--- config.mk ---
export PLATFORM = sky130hd
export DESIGN_NAME = pc_fetch_stage
export DESIGN_NICKNAME = d
export VERILOG_FILES = /design/src/rtl/cpu_defs_pkg.sv /design/src/rtl/pc_fetch_stage_ifid_reg.sv /design/src/rtl/pc_fetch_stage.sv
export SDC_FILE = /design/constraint.sdc
export NUM_CORES = 1
export LEC_CHECK = 0
export CAP_MARGIN = 15
export CELL_PAD_IN_SITES_DETAIL_PLACEMENT = 1
export CELL_PAD_IN_SITES_GLOBAL_PLACEMENT = 2
export CORE_ASPECT_RATIO = 1.5
export CORE_MARGIN = 2
export CORE_UTILIZATION = 24
export CTS_CLUSTER_DIAMETER = 80
export DETAILED_ROUTE_END_ITERATION = 12
export HOLD_SLACK_MARGIN = 0.08
export MAX_ROUTING_LAYER = met4
export PLACE_DENSITY = 0.88
export SLEW_MARGIN = 20
export SYNTH_ARGS = -nofsm -noshare
export SYNTH_HDL_FRONTEND = slang
export SYNTH_HIERARCHICAL = 1
export SYNTH_SLANG_ARGS = --single-unit
export TNS_END_PERCENT = 10
--- constraint.sdc ---
create_clock -name clk -period 2.7 [get_ports clk]
set_input_delay 0.54 -clock clk [delete_from_list [all_inputs] [get_ports clk]]
set_output_delay 0.54 -clock clk [all_outputs]
set_load 0.1 [all_outputs]
--- src/rtl/cpu_defs_pkg.sv ---
// Shared CPU definitions: datapath widths, reset PC, NOP encoding, fetch FSM states.
// Latency: n/a (constants and types only).
// Backpressure: n/a.
package cpu_defs_pkg;

    localparam int          DEF_ADDR_W   = 64;
    localparam int          DEF_INST_W   = 32;
    localparam logic [63:0] DEF_RESET_PC = 64'h0;
    // ARMv8 NOP, injected into IF/ID whenever it must hold a bubble
    localparam logic [31:0] DEF_NOP_INST = 32'hD503201F;

    // BOOT lasts exactly one edge after reset release, then RUN forever
    typedef enum logic {
        BOOT = 1'b0,
        RUN  = 1'b1
    } fetch_state_t;

endpackage : cpu_defs_pkg

--- src/rtl/pc_fetch_stage_ifid_reg.sv ---
// IF/ID pipeline register with flush-over-stall-over-capture priority.
// Latency: 1 cycle from capture inputs to outputs.
// Backpressure: stall holds every field; flush squashes to a NOP bubble even while stalled.
//
// Ports:
//   clk, reset              clock and synchronous active-high reset
//   flush, stall            squash / hold controls from branch and hazard logic
//   cap_pc, cap_inst,
//   cap_valid               fields loaded on a normal capture edge
//   ifid_pc, ifid_inst,
//   ifid_valid              registered IF/ID contents
module ifid_reg
    import cpu_defs_pkg::*;
#(
    parameter int               ADDR_W   = DEF_ADDR_W,
    parameter int               INST_W   = DEF_INST_W,
    parameter logic [INST_W-1:0] NOP_INST = DEF_NOP_INST[INST_W-1:0]
) (
    input  logic              clk,
    input  logic              reset,
    input  logic              flush,
    input  logic              stall,
    input  logic [ADDR_W-1:0] cap_pc,
    input  logic [INST_W-1:0] cap_inst,
    input  logic              cap_valid,
    output logic [ADDR_W-1:0] ifid_pc,
    output logic [INST_W-1:0] ifid_inst,
    output logic              ifid_valid
);

    always_ff @(posedge clk) begin
        if (reset) begin
            ifid_pc    <= '0;
            ifid_inst  <= NOP_INST;
            ifid_valid <= 1'b0;
        end else if (flush) begin
            // A taken branch wins over a stall: the wrong-path instruction must die
            ifid_pc    <= '0;
            ifid_inst  <= NOP_INST;
            ifid_valid <= 1'b0;
        end else if (!stall) begin
            ifid_pc    <= cap_pc;
            ifid_inst  <= cap_inst;
            ifid_valid <= cap_valid;
        end
    end

endmodule : ifid_reg

--- src/rtl/pc_fetch_stage.sv ---
// Fetch stage: PC register, PC+4 adder, boot FSM and IF/ID register (optional perf counters).
// Latency: PC to IF/ID 1 cycle; PCPlus4 combinational; 1 instruction/cycle when not stalled.
// Backpressure: Stall holds PC, Misaligned and IF/ID; Flush squashes IF/ID but never moves PC.
//
// Ports:
//   clk, reset      clock and synchronous active-high reset (overrides everything)
//   NextPC          next-PC mux output (PC+4 or branch target)
//   Stall, Flush    hazard-unit hold / branch squash
//   InstIn          instruction memory read data for address PC (combinational read)
//   PC              current PC, also the instruction memory address
//   PCPlus4         PC + 4 modulo 2^ADDR_W, back to the mux
//   IFID_PC, IFID_Inst, IFID_Valid   IF/ID register contents
//   Misaligned      NextPC[1:0] was non-zero when last accepted
//   StallCnt, FlushCnt   saturating event counters, only with FETCH_PERF_CNT_EN defined
//
// Build option: define FETCH_PERF_CNT_EN to add StallCnt/FlushCnt.
module pc_fetch_stage
    import cpu_defs_pkg::*;
#(
    parameter int                ADDR_W   = DEF_ADDR_W,
    parameter int                INST_W   = DEF_INST_W,
    parameter logic [ADDR_W-1:0] RESET_PC = DEF_RESET_PC[ADDR_W-1:0],
    parameter logic [INST_W-1:0] NOP_INST = DEF_NOP_INST[INST_W-1:0]
) (
    input  logic              clk,
    input  logic              reset,
    input  logic [ADDR_W-1:0] NextPC,
    input  logic              Stall,
    input  logic              Flush,
    input  logic [INST_W-1:0] InstIn,
    output logic [ADDR_W-1:0] PC,
    output logic [ADDR_W-1:0] PCPlus4,
    output logic [ADDR_W-1:0] IFID_PC,
    output logic [INST_W-1:0] IFID_Inst,
    output logic              IFID_Valid,
`ifdef FETCH_PERF_CNT_EN
    output logic [31:0]       StallCnt,
    output logic [31:0]       FlushCnt,
`endif
    output logic              Misaligned
);

    localparam logic [ADDR_W-1:0] PC_STEP = ADDR_W'(4);

    fetch_state_t state_q;
    fetch_state_t state_d;

    logic [ADDR_W-1:0] pc_q;
    logic              misaligned_q;

    logic [ADDR_W-1:0] cap_pc;
    logic [INST_W-1:0] cap_inst;
    logic              cap_valid;

    // ------------------------------------------------------------------
    // Boot FSM: the first edge after reset release always inserts a bubble,
    // because InstIn for RESET_PC is not trusted on that edge.
    // ------------------------------------------------------------------
    always_ff @(posedge clk) begin
        if (reset) begin
            state_q <= BOOT;
        end else begin
            state_q <= state_d;
        end
    end

    always_comb begin
        state_d   = state_q;
        cap_pc    = pc_q;
        cap_inst  = InstIn;
        cap_valid = 1'b1;
        case (state_q)
            BOOT: begin
                state_d   = RUN;
                cap_pc    = '0;
                cap_inst  = NOP_INST;
                cap_valid = 1'b0;
            end
            RUN: begin
                state_d = RUN;
            end
            default: begin
                state_d = BOOT;
            end
        endcase
    end

    // ------------------------------------------------------------------
    // PC register. The low two bits are forced to zero so the fetch address
    // is always word aligned; a non-zero request is reported via Misaligned.
    // Flush is deliberately ignored here: the mux already presents the target.
    // ------------------------------------------------------------------
    always_ff @(posedge clk) begin
        if (reset) begin
            pc_q         <= RESET_PC;
            misaligned_q <= 1'b0;
        end else if (!Stall) begin
            pc_q         <= {NextPC[ADDR_W-1:2], 2'b00};
            misaligned_q <= |NextPC[1:0];
        end
    end

    assign PC         = pc_q;
    // Wraps silently at the top of the address space; carry is discarded
    assign PCPlus4    = pc_q + PC_STEP;
    assign Misaligned = misaligned_q;

    // ------------------------------------------------------------------
    // IF/ID register
    // ------------------------------------------------------------------
    ifid_reg #(
        .ADDR_W   (ADDR_W),
        .INST_W   (INST_W),
        .NOP_INST (NOP_INST)
    ) u_ifid_reg (
        .clk        (clk),
        .reset      (reset),
        .flush      (Flush),
        .stall      (Stall),
        .cap_pc     (cap_pc),
        .cap_inst   (cap_inst),
        .cap_valid  (cap_valid),
        .ifid_pc    (IFID_PC),
        .ifid_inst  (IFID_Inst),
        .ifid_valid (IFID_Valid)
    );

`ifdef FETCH_PERF_CNT_EN
    // ------------------------------------------------------------------
    // Saturating performance counters; stall and flush counted independently
    // so both may step on the same edge.
    // ------------------------------------------------------------------
    logic [31:0] stall_cnt_q;
    logic [31:0] flush_cnt_q;

    always_ff @(posedge clk) begin
        if (reset) begin
            stall_cnt_q <= '0;
            flush_cnt_q <= '0;
        end else begin
            if (Stall && (stall_cnt_q != 32'hFFFF_FFFF)) begin
                stall_cnt_q <= stall_cnt_q + 32'd1;
            end
            if (Flush && (flush_cnt_q != 32'hFFFF_FFFF)) begin
                flush_cnt_q <= flush_cnt_q + 32'd1;
            end
        end
    end

    assign StallCnt = stall_cnt_q;
    assign FlushCnt = flush_cnt_q;
`endif

endmodule : pc_fetch_stage

==> results.txt <==
----------------------------------------------------
[Die]
  Core ar. ... 31600 µm²
  Floorplan die width ... 150 µm
  Std-Cell Rows ... 80
  Die area ... 33500 µm²
  Die Ht ... 223 µm
  Ports placed on the boundary ... 326
  Initial core utilization ... 24.3%

[Placed design]
  Total placed instance area ... 13000 µm²
  Global placement routability congestion ... 0.794
  Placed Cells incl. Taps ... 1606
  Port Buf Inserts ... 321
  Detailed-placement wirelength estimate ... 23100 µm
  Post-placement setup slack ... -0.0367 ns

[Setup path]
  Worst R2R Path Depth ... 4
  Arrival @ worst endpoint ... 2.58 ns
  Worst flop-to-flop path endpoint ... u_ifid_reg/ifid_inst[0]
  Maximum fanout along the worst path ... 6
  Element type at the critical path end ... output pin
  R2r setup slk ... 1.33 ns
  Cell family with most CP delay ... simple AND/OR/NAND/NOR gates
  Critical path launch point type ... flip-flop
  Data required time of the critical path ... 2.16 ns
  Type of the setup path with the least slack ... reg -> out
  Worst-path cell chain ... nand4_1, or4_4, nor4_4, buf_12, nand4_1, xnor2_4, buf_12
  Critical-path top delay cell ... sky130_fd_sc_hd__or4_4
  FF-to-FF Start ... state_q
  Bufs and invs on worst path ... 2
  Critical path's largest stage delay ... 0.60 ns

[STA]
  Headroom to the max-slew limit ... 39.3%
  Period minus WS final ... 3.12 ns
  Final count of hold timing violations ... 0
  Actual transition at the worst max-transition pin ... 0.907 ns
  Final Max Tran Viols ... 0
  Setup violation total in the final timing report ... 50
  Maximum frequency from static timing analysis ... 0.321 GHz
  Final clock skew ... 0.00643 ns
  Unrepaired setup endpoints after global routing ... true
  Share of the clock period used by the worst path after layout ... 115%
  Final setup slack of the worst path ... -0.417 ns
  Post-Route Setup TNS ... -11.68 ns

[Finish]
  Fill cell count ... 3530
  Total area of multi-input combinational cells ... 5100 µm²
  Share of layout cells above drive strength 1 ... 41.2%
  Number of standard cells in the final layout excluding fillers ... 1650
  Register Area ... 3340 µm²
  Area grow syn2layout ... 80.4%
  Finished Cell Area ... 13900 µm²
  Final net count ... 1327

[Synth]
  Post-Syn Area ... 7680 µm²
  Distinct cell type count after synthesis ... 35
  Mean post-synth cell area ... 9.25 µm²
  Register area share after synthesis ... 41.9%
  Number of synthesized register bits ... 161
  Post-synthesis cell count ... 831
  Yosys warning count ... 6

[Detailed routing]
  Starting DRC count in detailed routing ... 211
  Wire length per cell ... 18.2 µm
  Total via count in the routed design ... 7389
  Post-DRT Antenna Nets ... 0
  Via count normalized by instance count ... 4.48
  Final WL ... 30100 µm
  Residual DRC ... 0
  Length of the first detailed-routing pass in iterations ... 4

[Min path]
  Hold Path Class ... reg -> reg
  Worst hold path endpoint ... u_ifid_reg/ifid_inst[3]
  Beginning of the worst hold path ... u_ifid_reg/ifid_inst[3]
  Worst hold stages ... 2

[Global routing]
  Met2 layer usage reported by global route ... 34.2%
  Largest net degree at the start of global routing ... 65
  Most heavily used metal layer in global routing ... met2
  Overall track demand over capacity in global routing ... 18.3%
  Overflow left after global routing ... 0
  Wire length of the first global-routing pass ... 45200 µm
  Met3 global-route usage ... 4.44%
  Grt met1 use ... 18.3%
  Vias in the first global route ... 7773
  Antenna violations before repair ... 1

[Flow run]
  Max-cap check violation count ... 0

[Clocking]
  Cell at the root of the clock tree ... sky130_fd_sc_hd__clkbuf_16
  Clk slew on worst S/H paths ... 0.07 ns
  CTS tree ... yes
  Clock sink count ... 161
  Latest clock arrival within the worst-skew pair ... 0.45 ns
  Maximum root-to-sink buffer count ... 2
  CTS buffer count ... 17
  Maximum level of the CTS H-tree ... 4

[Pwr]
  Power density over cell area ... 512 nW/µm²
  Leak Pwr ... 6.18 nW
  Largest voltage drop on the vdd net ... 0.408 mV

[Status]
  Failing checks ... negative setup slack
  Outcome ... complete, but fails checks

----------------------------------------------------
## worst max path at each step
stage / start / end / slack (ns) / cells past startpoint
floorplan: PC[43] / PCPlus4[50] / -0.66 / 5
global placement: PC[28] / PCPlus4[41] / -0.04 / 7
detailed placement: PC[28] / PCPlus4[41] / -0.04 / 7
CTS: PC[16] / PCPlus4[36] / -0.48 / 7
global route: PC[9] / PCPlus4[36] / -0.57 / 7
finish: PC[9] / PCPlus4[36] / -0.42 / 7
## worst min-delay path, delay by kind of cell (launching register included)
family / cells / cell delay (ns)
and+or+nand+nor: 1 / 0.06
muxes: 1 / 0.07
DFF: 1 / 0.33
## state kept, by name, indices dropped and copies added, names as in the netlist
signal                 cells
state_q                    1
u_ifid_reg/ifid_valid      1
Misaligned                 1
u_ifid_reg/ifid_inst      32
PC                        62
u_ifid_reg/ifid_pc        64
## logic make-up after synthesis
kind of cell / Yosys count / synth area share, %
fa+ha+maj: 1 / 0.163
compound gates: 1 / 0.0651
other cells: 1 / 0.0488
simple gates: 381 / 25.3
mux: 159 / 20.7
buf+inv: 67 / 4.98
xor+xnor: 60 / 6.84
flops: 161 / 41.9
## final cells by class
cell class	instances	share of cell area, %
inverter	12	0.325
tap	410	3.70
clock inverter	15	1.06
multi-input combinational	608	36.8
clock buffer	17	3.07
sequential	161	24.1
antenna	1	0.0181
timing repair buffer	426	30.9
## layer usage
metal | routed length, µm | share of wire [%]
met3 | 1770 | 5.9
met5 | 0 | 0
met2 | 16900 | 56
met1 | 10800 | 36
met4 | 602 | 2.0
## Yosys cell counts, drive strengths merged
cell type / count / share of area (%)
clkbuf: 25 / 1.3
and4: 5 / 0.57
buf: 30 / 3.1
inv: 12 / 0.59
mux2i: 159 / 21
xnor2: 33 / 3.8
or4: 1 / 0.15
conb: 1 / 0.049
nand4: 21 / 2.1
and3: 4 / 0.33
ha: 1 / 0.16
or2: 2 / 0.16
nand3: 25 / 1.7
nor4: 14 / 1.8
dfxtp: 161 / 42
and2: 82 / 6.7
a21oi: 1 / 0.065
nand2b: 13 / 1.1
nand2: 34 / 1.7
or3: 2 / 0.16
nor2: 172 / 8.4
nor3: 6 / 0.52
xor2: 27 / 3.1
## per-stage QoR
stage                     utilization, %  hold WS (ns)  power (mW)
final                               43.8         0.483        7.10
after global routing                43.8         0.514        7.36
after CTS                           43.4         0.490        7.20
after detailed placement            41.0         0.472        4.72
after global placement              41.0         0.460        4.70
after floorplan                        -         0.520        4.01
## cells in the final DEF, fill, tap and decap left out, types with 4 or more instances in the layout
master / Yosys / routed
sky130_fd_sc_hd__dfxtp_1: 161 / 112
sky130_fd_sc_hd__xnor2_2: 0 / 17
sky130_fd_sc_hd__dfxtp_4: 0 / 21
sky130_fd_sc_hd__clkbuf_16: 0 / 17
sky130_fd_sc_hd__buf_12: 0 / 65
sky130_fd_sc_hd__nor2_1: 172 / 162
sky130_fd_sc_hd__nor4_2: 1 / 7
sky130_fd_sc_hd__dfxtp_2: 0 / 28
sky130_fd_sc_hd__conb_1: 1 / 6
sky130_fd_sc_hd__nor4_1: 10 / 4
sky130_fd_sc_hd__clkdlybuf4s50_1: 0 / 97
sky130_fd_sc_hd__nand4_1: 18 / 18
sky130_fd_sc_hd__mux2i_1: 159 / 159
sky130_fd_sc_hd__inv_6: 0 / 6
sky130_fd_sc_hd__nand3_1: 24 / 16
sky130_fd_sc_hd__nand3_2: 1 / 7
sky130_fd_sc_hd__xnor2_4: 0 / 13
sky130_fd_sc_hd__xor2_4: 0 / 22
sky130_fd_sc_hd__nand2b_1: 13 / 13
sky130_fd_sc_hd__buf_4: 11 / 254
sky130_fd_sc_hd__inv_1: 12 / 12
sky130_fd_sc_hd__nand2_1: 34 / 32
sky130_fd_sc_hd__and4_1: 5 / 5
sky130_fd_sc_hd__and2_1: 82 / 82
sky130_fd_sc_hd__nor2_2: 0 / 7
sky130_fd_sc_hd__buf_6: 8 / 8
## where the power goes
group | switching, mW | internal (mW) | leakage (nW)
clock | 1.14 | 1.30 | 0.279
combinational | 1.42 | 0.704 | 4.56
sequential | 0.0881 | 2.45 | 1.34
total | 2.65 | 4.45 | 6.18
## repair_timing
item	in CTS	in global routing
pin swaps	10	6
setup endpoints to repair	51	53
gates resized for setup	38	16
buffers inserted	5	6
gates cloned	0	0
hold buffers	0	0
Power figures use the tool's default switching activity.
